`src/rtl/cnn_layer_scheduler.sv`:
```
// Sequences the conv/ReLU/pool layer controllers, streams each one its feature map and ping-pongs banks.
// Optional per-layer cycle counter is built only when SCHED_PERF_EN is defined; otherwise perf_cycles reads 0.
module cnn_layer_scheduler #(
    parameter int NUM_LAYERS = 3,
    parameter int LAYER_W    = 2,
    parameter int SAMPLES    = 500,
    parameter int ADDR_W     = 9,
    parameter int TIMEOUT    = 4096
) (
    input  logic                  clk,
    input  logic                  rst,
    input  logic                  start,
    input  logic                  abort,
    output logic [NUM_LAYERS-1:0] layer_start,
    input  logic [NUM_LAYERS-1:0] layer_done,
    output logic                  feed_valid,
    input  logic                  feed_ready,
    output logic [ADDR_W-1:0]     rd_addr,
    output logic                  rd_bank,
    output logic [LAYER_W-1:0]    layer_sel,
    output logic                  busy,
    output logic                  done,
    output logic                  err,
    output logic [31:0]           perf_cycles
);

    localparam int TMR_W = $clog2(TIMEOUT) + 1;
    localparam logic [TMR_W-1:0]   TMR_LIMIT = TMR_W'(TIMEOUT - 1);
    localparam logic [TMR_W-1:0]   TMR_MAX   = '1;
    localparam logic [ADDR_W-1:0]  ADDR_LAST = ADDR_W'(SAMPLES - 1);
    localparam logic [LAYER_W-1:0] SEL_LAST  = LAYER_W'(NUM_LAYERS - 1);

    localparam logic [2:0] S_IDLE   = 3'd0;
    localparam logic [2:0] S_LAUNCH = 3'd1;
    localparam logic [2:0] S_STREAM = 3'd2;
    localparam logic [2:0] S_DRAIN  = 3'd3;
    localparam logic [2:0] S_NEXT   = 3'd4;
    localparam logic [2:0] S_FINISH = 3'd5;
    localparam logic [2:0] S_ERROR  = 3'd6;

    logic [2:0]            state_q, state_d;
    logic [LAYER_W-1:0]    sel_q, sel_d;
    logic [ADDR_W-1:0]     addr_q, addr_d;
    logic [TMR_W-1:0]      tmr_q, tmr_d, tmr_inc;
    logic                  err_q, err_d;
    logic [NUM_LAYERS-1:0] sel_onehot;
    logic                  done_hit;
    logic                  accept;
    logic                  timed_out;

    // Only the selected layer's done bit is ever looked at.
    generate
        for (genvar gi = 0; gi < NUM_LAYERS; gi++) begin : g_sel
            assign sel_onehot[gi]  = (sel_q == LAYER_W'(gi));
            assign layer_start[gi] = (state_q == S_LAUNCH) && sel_onehot[gi];
        end
    endgenerate

    assign done_hit  = |(layer_done & sel_onehot);
    assign accept    = (state_q == S_STREAM) && feed_ready;
    assign timed_out = (tmr_q >= TMR_LIMIT);
    assign tmr_inc   = (tmr_q == TMR_MAX) ? tmr_q : tmr_q + TMR_W'(1);

    always_comb begin
        state_d = state_q;
        sel_d   = sel_q;
        addr_d  = addr_q;
        err_d   = err_q;
        tmr_d   = '0;
        case (state_q)
            S_IDLE, S_ERROR: begin
                if (start) begin
                    state_d = S_LAUNCH;
                    sel_d   = '0;
                    addr_d  = '0;
                    err_d   = 1'b0;
                end
            end
            S_LAUNCH: begin
                state_d = S_STREAM;
            end
            S_STREAM: begin
                tmr_d = tmr_inc;
                if (done_hit) begin
                    state_d = S_ERROR;
                    err_d   = 1'b1;
                end else if (accept) begin
                    tmr_d = '0;
                    if (addr_q == ADDR_LAST) begin
                        state_d = S_DRAIN;
                    end else begin
                        addr_d = addr_q + ADDR_W'(1);
                    end
                end else if (timed_out) begin
                    state_d = S_ERROR;
                    err_d   = 1'b1;
                end
            end
            S_DRAIN: begin
                tmr_d = tmr_inc;
                if (done_hit) begin
                    state_d = S_NEXT;
                end else if (timed_out) begin
                    state_d = S_ERROR;
                    err_d   = 1'b1;
                end
            end
            S_NEXT: begin
                if (sel_q == SEL_LAST) begin
                    state_d = S_FINISH;
                end else begin
                    state_d = S_LAUNCH;
                    sel_d   = sel_q + LAYER_W'(1);
                    addr_d  = '0;
                end
            end
            S_FINISH: begin
                state_d = S_IDLE;
            end
            default: begin
                state_d = S_IDLE;
            end
        endcase
        // Abort overrides everything and leaves the error flag exactly as it was.
        if (abort && (state_q != S_IDLE)) begin
            state_d = S_IDLE;
            sel_d   = sel_q;
            addr_d  = addr_q;
            err_d   = err_q;
            tmr_d   = '0;
        end
    end

    always_ff @(posedge clk or posedge rst) begin
        if (rst) begin
            state_q <= S_IDLE;
            sel_q   <= '0;
            addr_q  <= '0;
            tmr_q   <= '0;
            err_q   <= 1'b0;
        end else begin
            state_q <= state_d;
            sel_q   <= sel_d;
            addr_q  <= addr_d;
            tmr_q   <= tmr_d;
            err_q   <= err_d;
        end
    end

    assign feed_valid = (state_q == S_STREAM);
    assign busy       = (state_q == S_LAUNCH) || (state_q == S_STREAM) ||
                        (state_q == S_DRAIN)  || (state_q == S_NEXT);
    assign done       = (state_q == S_FINISH);
    assign err        = err_q;
    assign rd_addr    = addr_q;
    assign layer_sel  = sel_q;
    assign rd_bank    = sel_q[0];

`ifdef SCHED_PERF_EN
    logic [31:0] cnt_q, cnt_d, cnt_inc;
    logic [31:0] perf_q, perf_d;

    assign cnt_inc = (cnt_q == 32'hFFFF_FFFF) ? cnt_q : cnt_q + 32'd1;

    // The LAUNCH cycle itself counts as the first cycle of the layer.
    always_comb begin
        cnt_d  = cnt_q;
        perf_d = perf_q;
        case (state_q)
            S_LAUNCH:                 cnt_d = 32'd1;
            S_STREAM, S_DRAIN, S_NEXT: cnt_d = cnt_inc;
            default:                  cnt_d = cnt_q;
        endcase
        if ((state_q == S_NEXT) && !abort) begin
            perf_d = cnt_inc;
        end
    end

    always_ff @(posedge clk or posedge rst) begin
        if (rst) begin
            cnt_q  <= '0;
            perf_q <= '0;
        end else begin
            cnt_q  <= cnt_d;
            perf_q <= perf_d;
        end
    end

    assign perf_cycles = perf_q;
`else
    assign perf_cycles = 32'd0;
`endif

endmodule
```
`config.mk`:
```
export PLATFORM = sky130hd
export DESIGN_NAME = cnn_layer_scheduler
export DESIGN_NICKNAME = d
export VERILOG_FILES = /design/src/rtl/cnn_layer_scheduler.sv
export SDC_FILE = /design/constraint.sdc
export NUM_CORES = 1
export LEC_CHECK = 0
export BUFFER_PORTS_ARGS = -buffer_cell sky130_fd_sc_hd__buf_2
export CAP_MARGIN = 20
export CORE_ASPECT_RATIO = 0.8
export CORE_MARGIN = 2
export CORE_UTILIZATION = 38
export CTS_BUF_LIST = sky130_fd_sc_hd__clkbuf_2 sky130_fd_sc_hd__clkbuf_4 sky130_fd_sc_hd__clkbuf_8
export CTS_CLUSTER_SIZE = 40
export DETAILED_ROUTE_END_ITERATION = 7
export PLACE_DENSITY = 0.63
export SLEW_MARGIN = 20
export SYNTH_ARGS = -nofsm -noshare
export SYNTH_HDL_FRONTEND = slang
export SYNTH_SLANG_ARGS = --single-unit
```
`constraint.sdc`:
```
create_clock -name clk -period 4.9 [get_ports clk]
set_clock_uncertainty 0.2 [all_clocks]
set_input_delay 0.49 -clock clk [delete_from_list [all_inputs] [get_ports clk]]
set_output_delay 0.49 -clock clk [all_outputs]
set_load 0.02 [all_outputs]
```
==> qor.yml, run 1 <==
max_stage_delay_ns: 0.69
dieWidth_um: 82.00
fp.dieH_um: 66.40
reg2reg_from: "layer_sel[0]"
synth_edf_count: 0
ir_worst_vdd_uv: 195.1
grt_max_degree: 29
drt-met1-wl_mm: 1.933
max_freq_mhz: 320.8
htreeDepth: 1
end_kind: "flop"
synth_seq_area_share_pct: 37.89
wl_met3_um: 354
ys_types: 43
dpl.hpwl_mm: 2.618
num_rows: 22
rsz0062_at_grt: "no"
pwr_density_cell_mw_per_mm2: 358.6
core_area_sq_mm: 0.004624
syn_avg_cell_area_sq_um: 8.891
crit_required_ns: 4.90
drt_iter0_markers: 132
worstPathMaxFanout: 18
worstPathArrival_ns: 3.12
fill_cells: 468
start_util_pct: 39.99
ys_async_sr_fraction_pct: 100.0
fin_crit_sh_pct: 63.63
post_cts_resized: 0
status: "complete, no violations"
drt-wirelength-per-cell_um: 12.80
finalWirelength_mm: 3.685
setup_tns_ns: 0
numCtsBuffers: 3
synth_cells: 208
p_leak_nw: 0.9485
path_clk_slew_ns: 0.09
ant_nets: 0
critical_path_class: "reg2reg"
fin_crit_ns: 3.118
cap_violations: 0
ios: 59
drive_gt1_share_pct: 14.47
relSlewSlack_pct: 30.87
clkSinkCount: 28
cp_cell_sequence: "inv_1, ha_1, a222oi_1, o211ai_1, a221o_1, or4_1, a21oi_1"
grt_pass1_vias: 1232
dr.max_layer_used: "met4"
setup_viol: 0
met2_length_mm: 1.369
rr_worst_depth: 7
route.vias.total: 1503
portBuffers: 26
startpoint: "layer_sel[0]"
yosys_warnings: 0
cts_tree: "yes"
grt_pass1_wl_mm: 5.913
nNetsFinal: 242
worstSetupEndpoint: "rd_addr[7]"
ys_ff_latch: 28
grt-ovfl-total: 0
hold_class: "in2async"
hold_ws_ns: 0.07992
routed_via_density: 5.219
clockRootBuffer: "clkbuf_8"
r2r_end: "rd_addr[7]"
netlist_area_sq_mm: 0.001849
slowest_stage: "a222oi_1"
hold_violations: 0
cts_hold_buffers: 0
die_area_sq_mm: 0.005444
tightest_slew_ns: 1.032
grt_usage_pct: 14.14
route.detailed.drc: 0
clk_path_buf_depth: 2
start_kind: "flop"
drt-pass1-iter-count: 5
worstSkewPairLatency_ns: 0.27
syn_to_final_growth_pct: 5.548
rrSetupSlack_ns: 1.78
gp_congestion: 0.8282
cts_setup_buffers: 0
antenna_found_initial: 0
utilization_pct: 42.21
drv_slew: 0
num_antenna_cells: 0
ys.flop_type: "dfrtp_1"
==> layer usage <==
metal / up-vias / global-route usage (%)
met1: 695 / 23.44
met4: 0 / 4.375
met3: 2 / 1.913
met5: - / 0
met2: 81 / 18.19
li1: 725 / -
==> power breakdown <==
part           internal (mW)  switching [mW]
Combinational         0.0807           0.185
Sequential             0.251          0.0415
Clock                 0.0718          0.0697
==> cells in the final DEF, fill, tap and decap left out, types with 6 or more instances in the layout <==
cell type   n
a21oi_1    13
and3_1      6
buf_2      26
conb_1     32
dfrtp_1    28
inv_1       7
nand2_1     8
nand3_1     6
nor2_1     17
o21ai_1     6
xnor2_1     6
==> area by class of cell <==
| type | count | area, sq um | share of cell area (%) |
|---|---|---|---|
| Multi-Input combinational cell | 162 | 960.9 | 49.23 |
| Sequential cell | 28 | 700.7 | 35.90 |
| Timing Repair Buffer | 26 | 130.1 | 6.667 |
| Tap cell | 60 | 75.07 | 3.846 |
| Clock buffer | 4 | 55.05 | 2.821 |
| Inverter | 8 | 30.03 | 1.538 |
==> worst max-delay path, delay by kind of cell (launching register included) <==
family / cells / cell delay (ns)
AO/OA/AOI/OAI: 4 / 1.61
adder cells (fa/ha/maj): 1 / 0.21
buffers and inverters: 1 / 0.10
flip-flops: 1 / 0.40
AND/OR/NAND/NOR: 1 / 0.53
==> through the flow <==
| step | power [mW] | std cells | instance area (sq um) | setup WS (ns) |
|---|---|---|---|---|
| after floorplan | 0.5121 | 239 | 1966 | 2.142 |
| after global routing | 0.7512 | 288 | 1952 | 1.536 |
| after detailed placement | 0.5541 | 284 | 1892 | 1.840 |
| final | 0.6999 | 288 | 1952 | 1.782 |
| after global placement | 0.5543 | 284 | 1892 | 1.958 |
| after CTS | 0.7010 | 288 | 1947 | 1.792 |
==> synth_stat cells (2+ instances only) <==
library cell / n / area, sq um
clkbuf_1: 7 / 26.28
buf_4: 33 / 247.7
nand2_1: 8 / 30.03
o211ai_1: 2 / 15.01
o31ai_1: 4 / 30.03
nor2_1: 17 / 63.81
dfrtp_1: 28 / 700.7
nand3_1: 6 / 30.03
xnor2_1: 6 / 52.55
or4_1: 3 / 22.52
and3_1: 6 / 37.54
a211oi_1: 3 / 22.52
nand4_1: 5 / 31.28
nor3_1: 2 / 10.01
o21bai_1: 3 / 22.52
a31oi_1: 4 / 25.02
o21ai_0: 3 / 15.01
o21ai_1: 6 / 30.03
ha_1: 5 / 62.56
or3_1: 5 / 31.28
and4_1: 5 / 43.79
xor2_1: 4 / 35.03
nand2b_1: 4 / 25.02
inv_1: 8 / 30.03
a21oi_1: 13 / 65.06
==> worst min path at each step <==
stage / endpoint / startpoint / depth (start not counted) / slack [ns]
after floorplan: tmr_q[11] / tmr_q[11] / 2 / 0.30
after global placement: tmr_q[11] / tmr_q[11] / 2 / 0.33
after detailed placement: rd_addr[1] / rd_addr[1] / 2 / 0.34
after CTS: state_q[1] / rst / 2 / 0.11
after global routing: state_q[1] / rst / 2 / 0.14
final: tmr_q[9] / rst / 2 / 0.08
==> state kept, by name (all words and copies together) (netlist names) <==
signal and flops:
rd_addr 9, tmr_q 13, err 1, layer_sel 2, state_q 3
==> cells by family (layout without fill, tap and decap cells) <==
logic type,count (synthesis),in the layout,share of synthesized area (%)
AO/OA/AOI/OAI,48,48,16.98
XOR/XNOR,10,10,4.736
adder cells (fa/ha/maj),5,5,3.383
buffers and inverters,49,38,16.71
flip-flops,28,28,37.89
multiplexers,1,1,0.5413
other,1,32,0.2028
AND/OR/NAND/NOR,66,66,19.55
Power figures use the tool's default switching activity.
==> run 2, diff against run 1 <==
ABC_AREA = 1   (was not set)
PLACE_DENSITY = 0.61   (was 0.63)
clock period = 3.22 ns   (was 4.9 ns; I/O delays follow)
==> run 2 against run 1 <==
Against the previous run:
- wire length grew 18%
- setup slack got worse by 0.68 ns
- highest routed layer unchanged
- non-clock buffer count grew 2
- largest cell class unchanged
- critical path type unchanged
- sequential power grew 51%
- critical endpoint is now rd_addr[0]
- via count rose by 18%
==> qor.yml, run 2 <==
setup_ws_ns: 1.101
fin_crit_ns: 2.119
max_freq_mhz: 472.0
core_area_sq_mm: 0.005435
worstPathArrival_ns: 2.09
regArea_sq_um: 700.7
mostFrequentLayoutCell: "nand2_1"
drive_gt1_share_pct: 17.74
num_rows: 24
rrSetupSlack_ns: 1.10
yosys-top-cells-count: "nand2_1, buf_4, nor2_1, dfrtp_1, inv_1"
fill_cells: 566
end_kind: "flop"
dpl.hpwl_mm: 3.252
pre_cts_ws_ns: 1.129
seq_power_share_pct: 33.8
drt_iter0_markers: 96
clockRootBuffer: "clkbuf_8"
grt-ovfl-total: 0
setup_tns_ns: 0
die_area_sq_mm: 0.006240
fp.dieH_um: 71.06
finalWirelength_mm: 4.333
ios: 59
fin_crit_sh_pct: 65.79
htreeDepth: 1
ys_async_sr_fraction_pct: 100.0
pwr_density_cell_mw_per_mm2: 571.5
gp_congestion: 0.8025
post_cts_resized: 0
largest_reg_flops: 13
power.internal_mw: 0.6792
synth_seq_area_share_pct: 32.81
hold_ws_ns: 0.2048
path_clk_slew_ns: 0.10
cts_hold_buffers: 1
grt_pass1_vias: 1511
drv_slew: 0
yosysMostFrequentCell: "nand2_1"
swShare_pct: 48.01
worstSkewPairLatency_ns: 0.27
drt-pass1-iter-count: 4
dieWidth_um: 87.82
grt_max_degree: 29
route.detailed.drc: 0
hold_violations: 0
drt-wirelength-per-cell_um: 11.17
grt_usage_pct: 14.47
antenna_found_initial: 0
yosys_warnings: 0
clkSinkCount: 28
cts_tree: "yes"
netlist_area_sq_mm: 0.002136
final_cell_mix: "nand2_1, nor2_1, conb_1, dfrtp_1, buf_2"
regMostFlops: "tmr_q"
start_util_pct: 39.30
clk_path_buf_depth: 2
nNetsFinal: 324
numCtsBuffers: 3
hold_class: "in2reg"
cap_violations: 0
ys_ff_latch: 28
route.vias.total: 1781
synth_cells: 282
rsz0062_at_grt: "no"
synth_edf_count: 0
ys.flop_type: "dfrtp_1"
worstPathMaxFanout: 10
synth_top_area_share_pct: 32.81
ys_types: 35
combPwrFrac_pct: 49.2
ir_worst_vdd_uv: 462.5
power_mw: 1.306
grt_pass1_wl_mm: 7.279
routed_via_density: 4.590
ant_nets: 0
synth.area.top_cells: "dfrtp_1, buf_4, nand2_1"
status: "complete, no violations"
crit_required_ns: 3.19
clockPowerShare_pct: 17.0
portBuffers: 26
post-synth-top-area-cell: "dfrtp_1"
power_switching_mw: 0.6272
num_antenna_cells: 0
syn_avg_cell_area_sq_um: 7.574
syn_to_final_growth_pct: 7.030
start_kind: "flop"
critical_path_class: "reg2reg"
setup_viol: 0
p_leak_nw: 1.147
cts_setup_buffers: 0
multi_input_area_sq_mm: 0.001187
run 2: cell types whose count changed after synthesis, sizes merged, moves of 7 or more:
| cell | previous run | this run |
|---|---|---|
| nand2 | 8 | 70 |
| nor2 | 17 | 38 |
| inv | 8 | 26 |
| clkbuf | 7 | 0 |
| nand3 | 6 | 22 |
run 2: area by class of cell:
| class | instances | share of cell area, % |
|---|---|---|
| multi-input combinational | 224 | 51.94 |
| sequential | 28 | 30.65 |
| timing repair buffer | 28 | 6.459 |
| inverter | 26 | 4.269 |
| tap | 78 | 4.269 |
| clock buffer | 4 | 2.408 |
run 2: power groups by stage:
stage / sequential [mW] / clock [mW] / combinational (mW)
finish: 0.442 / 0.222 / 0.642
floorplan: 0.441 / 0 / 0.562
global placement: 0.449 / 0 / 0.634
CTS: 0.442 / 0.230 / 0.645
global route: 0.449 / 0.248 / 0.709
detailed placement: 0.449 / 0 / 0.641
run 2: cell families (layout without fill, tap and decap cells):
family	after synthesis	count (layout)	share of synthesized area [%]
xor gates and xnor gates	11	11	4.511
adders and majority gates	5	5	2.929
DFF	28	28	32.81
AOI/OAI and AO/OA	26	26	8.261
buffers and inverters	61	58	17.05
and+or+nand+nor	150	150	34.27
other	1	32	0.1756
run 2: critical path, cell delays in order (launching register included):
cell and delay [ns]:
dfrtp_1 0.40, inv_1 0.10, ha_1 0.24, nand2_1 0.06, nand3_1 0.25, nand2_4 0.16
nand2_4 0.05, a21oi_4 0.28, nand2_4 0.14, nand2_1 0.08, nand2_1 0.05
run 2: routing by layer:
metal,vias up,routed length [um],GRT usage (%)
li1,898,-,-
met1,820,2193,22.50
met2,61,1849,21.13
met3,2,256,2.567
met4,0,34,2.564
met5,-,0,0
run 2: path summary, 6_finish.rpt:
path                               from          to  depth (start not counted)
max                        layer_sel[0]  rd_addr[0]                         10
max reg2reg                layer_sel[0]  rd_addr[0]                         10
min in group asynchronous           rst  rd_addr[7]                          4
min reg2reg                    tmr_q[3]    tmr_q[3]                          1
min                               abort  state_q[2]                          4
max in group asynchronous           rst    tmr_q[5]                          4
run 2: stage by stage:
step	utilization (%)	instances	cell area, sq um
floorplan	-	313	2252
global placement	40.86	383	2221
detailed placement	40.86	383	2221
CTS	42.06	388	2286
global route	42.06	388	2286
finish	42.06	388	2286
==> run 3, diff against run 2 <==
clock period = 2.1 ns   (was 3.22 ns; I/O delays follow)
==> run 3 against run 2 <==
Against the previous run:
- combinational power increased by 79%
- die area unchanged
- critical path depth unchanged
- cell count rose by 2.3%
- register-to-register slack got worse by 0.92 ns
- sequential share of layout area decreased by 1.3 points
- worst hold slack got worse by 0.0089 ns
- power rose by 72%
- first-iteration DRC count fell by 17%
- non-clock buffer count up 9
- utilization up 1.9 points
==> qor.yml, run 3 (synthesis results as in run 2) <==
fin_crit_ns: 1.921
drive_gt1_share_pct: 20.38
num_rows: 24
cap_violations: 0
path_clk_slew_ns: 0.10
numCtsBuffers: 3
multi_input_area_sq_mm: 0.001192
routed_via_density: 4.426
route.detailed.drc: 0
worstPathArrival_ns: 1.93
status: "complete, no violations"
worstSkewPairLatency_ns: 0.27
drt-pass1-iter-count: 4
gp_congestion: 0.8253
ir_worst_vdd_uv: 742.2
hold_violations: 0
largest_reg_flops: 13
setup_viol: 0
drv_slew: 0
grt_pass1_vias: 1595
core_area_sq_mm: 0.005435
pwr_density_cell_mw_per_mm2: 940.2
final_cell_mix: "nand2_1, nor2_1, conb_1, dfrtp_1, buf_2"
fill_cells: 581
setup_tns_ns: 0
crit_required_ns: 2.11
ios: 59
route.vias.total: 1757
ant_nets: 0
fp.dieH_um: 71.06
setup_ws_ns: 0.1791
final_cells: 397
utilization_pct: 43.92
drt_iter0_markers: 80
critical_path_class: "reg2reg"
worstPathMaxFanout: 5
htreeDepth: 1
pre_cts_ws_ns: 0.1024
end_kind: "flop"
clk_path_buf_depth: 2
fin_area_sq_mm: 0.002387
syn_to_final_growth_pct: 11.78
grt_max_degree: 29
nNetsFinal: 333
antenna_found_initial: 0
num_antenna_cells: 0
dpl.hpwl_mm: 3.364
drt-wirelength-per-cell_um: 11.00
grt-ovfl-total: 0
fin_crit_sh_pct: 91.47
rsz0062_at_grt: "no"
portBuffers: 26
cts_tree: "yes"
regArea_sq_um: 700.7
start_util_pct: 39.30
placedCellCount: 390
die_area_sq_mm: 0.006240
hold_class: "in2reg"
p_leak_nw: 1.207
start_kind: "flop"
finalWirelength_mm: 4.367
clockRootBuffer: "clkbuf_8"
dieWidth_um: 87.82
mostFrequentLayoutCell: "nand2_1"
placed_cell_area_sq_mm: 0.002273
max_freq_mhz: 520.6
grt_pass1_wl_mm: 7.624
regMostFlops: "tmr_q"
grt_usage_pct: 15.18
clkSinkCount: 28
-- run 3: final timing paths --
check                             start  slack, ns  cells past startpoint          to
setup / recovery           layer_sel[0]       0.18                     10  state_q[1]
hold reg to reg                tmr_q[3]       0.31                      1    tmr_q[3]
max in group asynchronous           rst       1.10                      4  rd_addr[5]
hold / removal                    abort       0.20                      5         err
min in group asynchronous           rst       0.33                      4    tmr_q[0]
setup reg to reg           layer_sel[0]       0.18                     10  state_q[1]
-- run 3: critical path, stage by stage, from the launching register on --
cell and delay, ns:
dfrtp_1 0.39, inv_1 0.10, ha_1 0.23, nand2_1 0.08, nand3_2 0.14, buf_4 0.17, nor2_4 0.15, nand2_2 0.08
a21boi_2 0.14, nand2_1 0.07, o21ai_1 0.08
-- run 3: metal layers --
metal	track usage (%)	vias up	wire (um)
met2	21.21	48	1778
met4	2.564	0	34
met3	2.800	2	188
met5	0	-	0
li1	-	913	-
met1	24.42	794	2366
-- run 3: layout make-up --
class                           instances  share of cell area, %
Sequential cell                        28                  29.35
Multi-Input combinational cell        224                  49.95
Clock buffer                            3                  1.730
Clock inverter                          1                  1.258
Timing Repair Buffer                   37                  9.539
Tap cell                               78                  4.088
Inverter                               26                  4.088
-- run 3: through the flow --
| stage | hold slack [ns] | total power, mW |
|---|---|---|
| floorplan | 0.07541 | 1.539 |
| global placement | 0.1046 | 1.752 |
| detailed placement | 0.1060 | 1.760 |
| CTS | 0.1898 | 2.208 |
| global route | 0.2198 | 2.413 |
| finish | 0.1958 | 2.245 |
-- run 3: what timing repair did --
action	4_1_cts	5_1_grt
setup buffers	0	2
hold buffers	1	0
resized for setup	0	1
hold endpoints to repair	28	0
setup endpoints to repair	0	19
-- run 3: where the power goes --
| group | internal (mW) | leakage [nW] | switching [mW] |
|---|---|---|---|
| logic | 0.385 | 0.784 | 0.765 |
| clock network | 0.255 | 0.0357 | 0.171 |
| registers | 0.594 | 0.387 | 0.0750 |
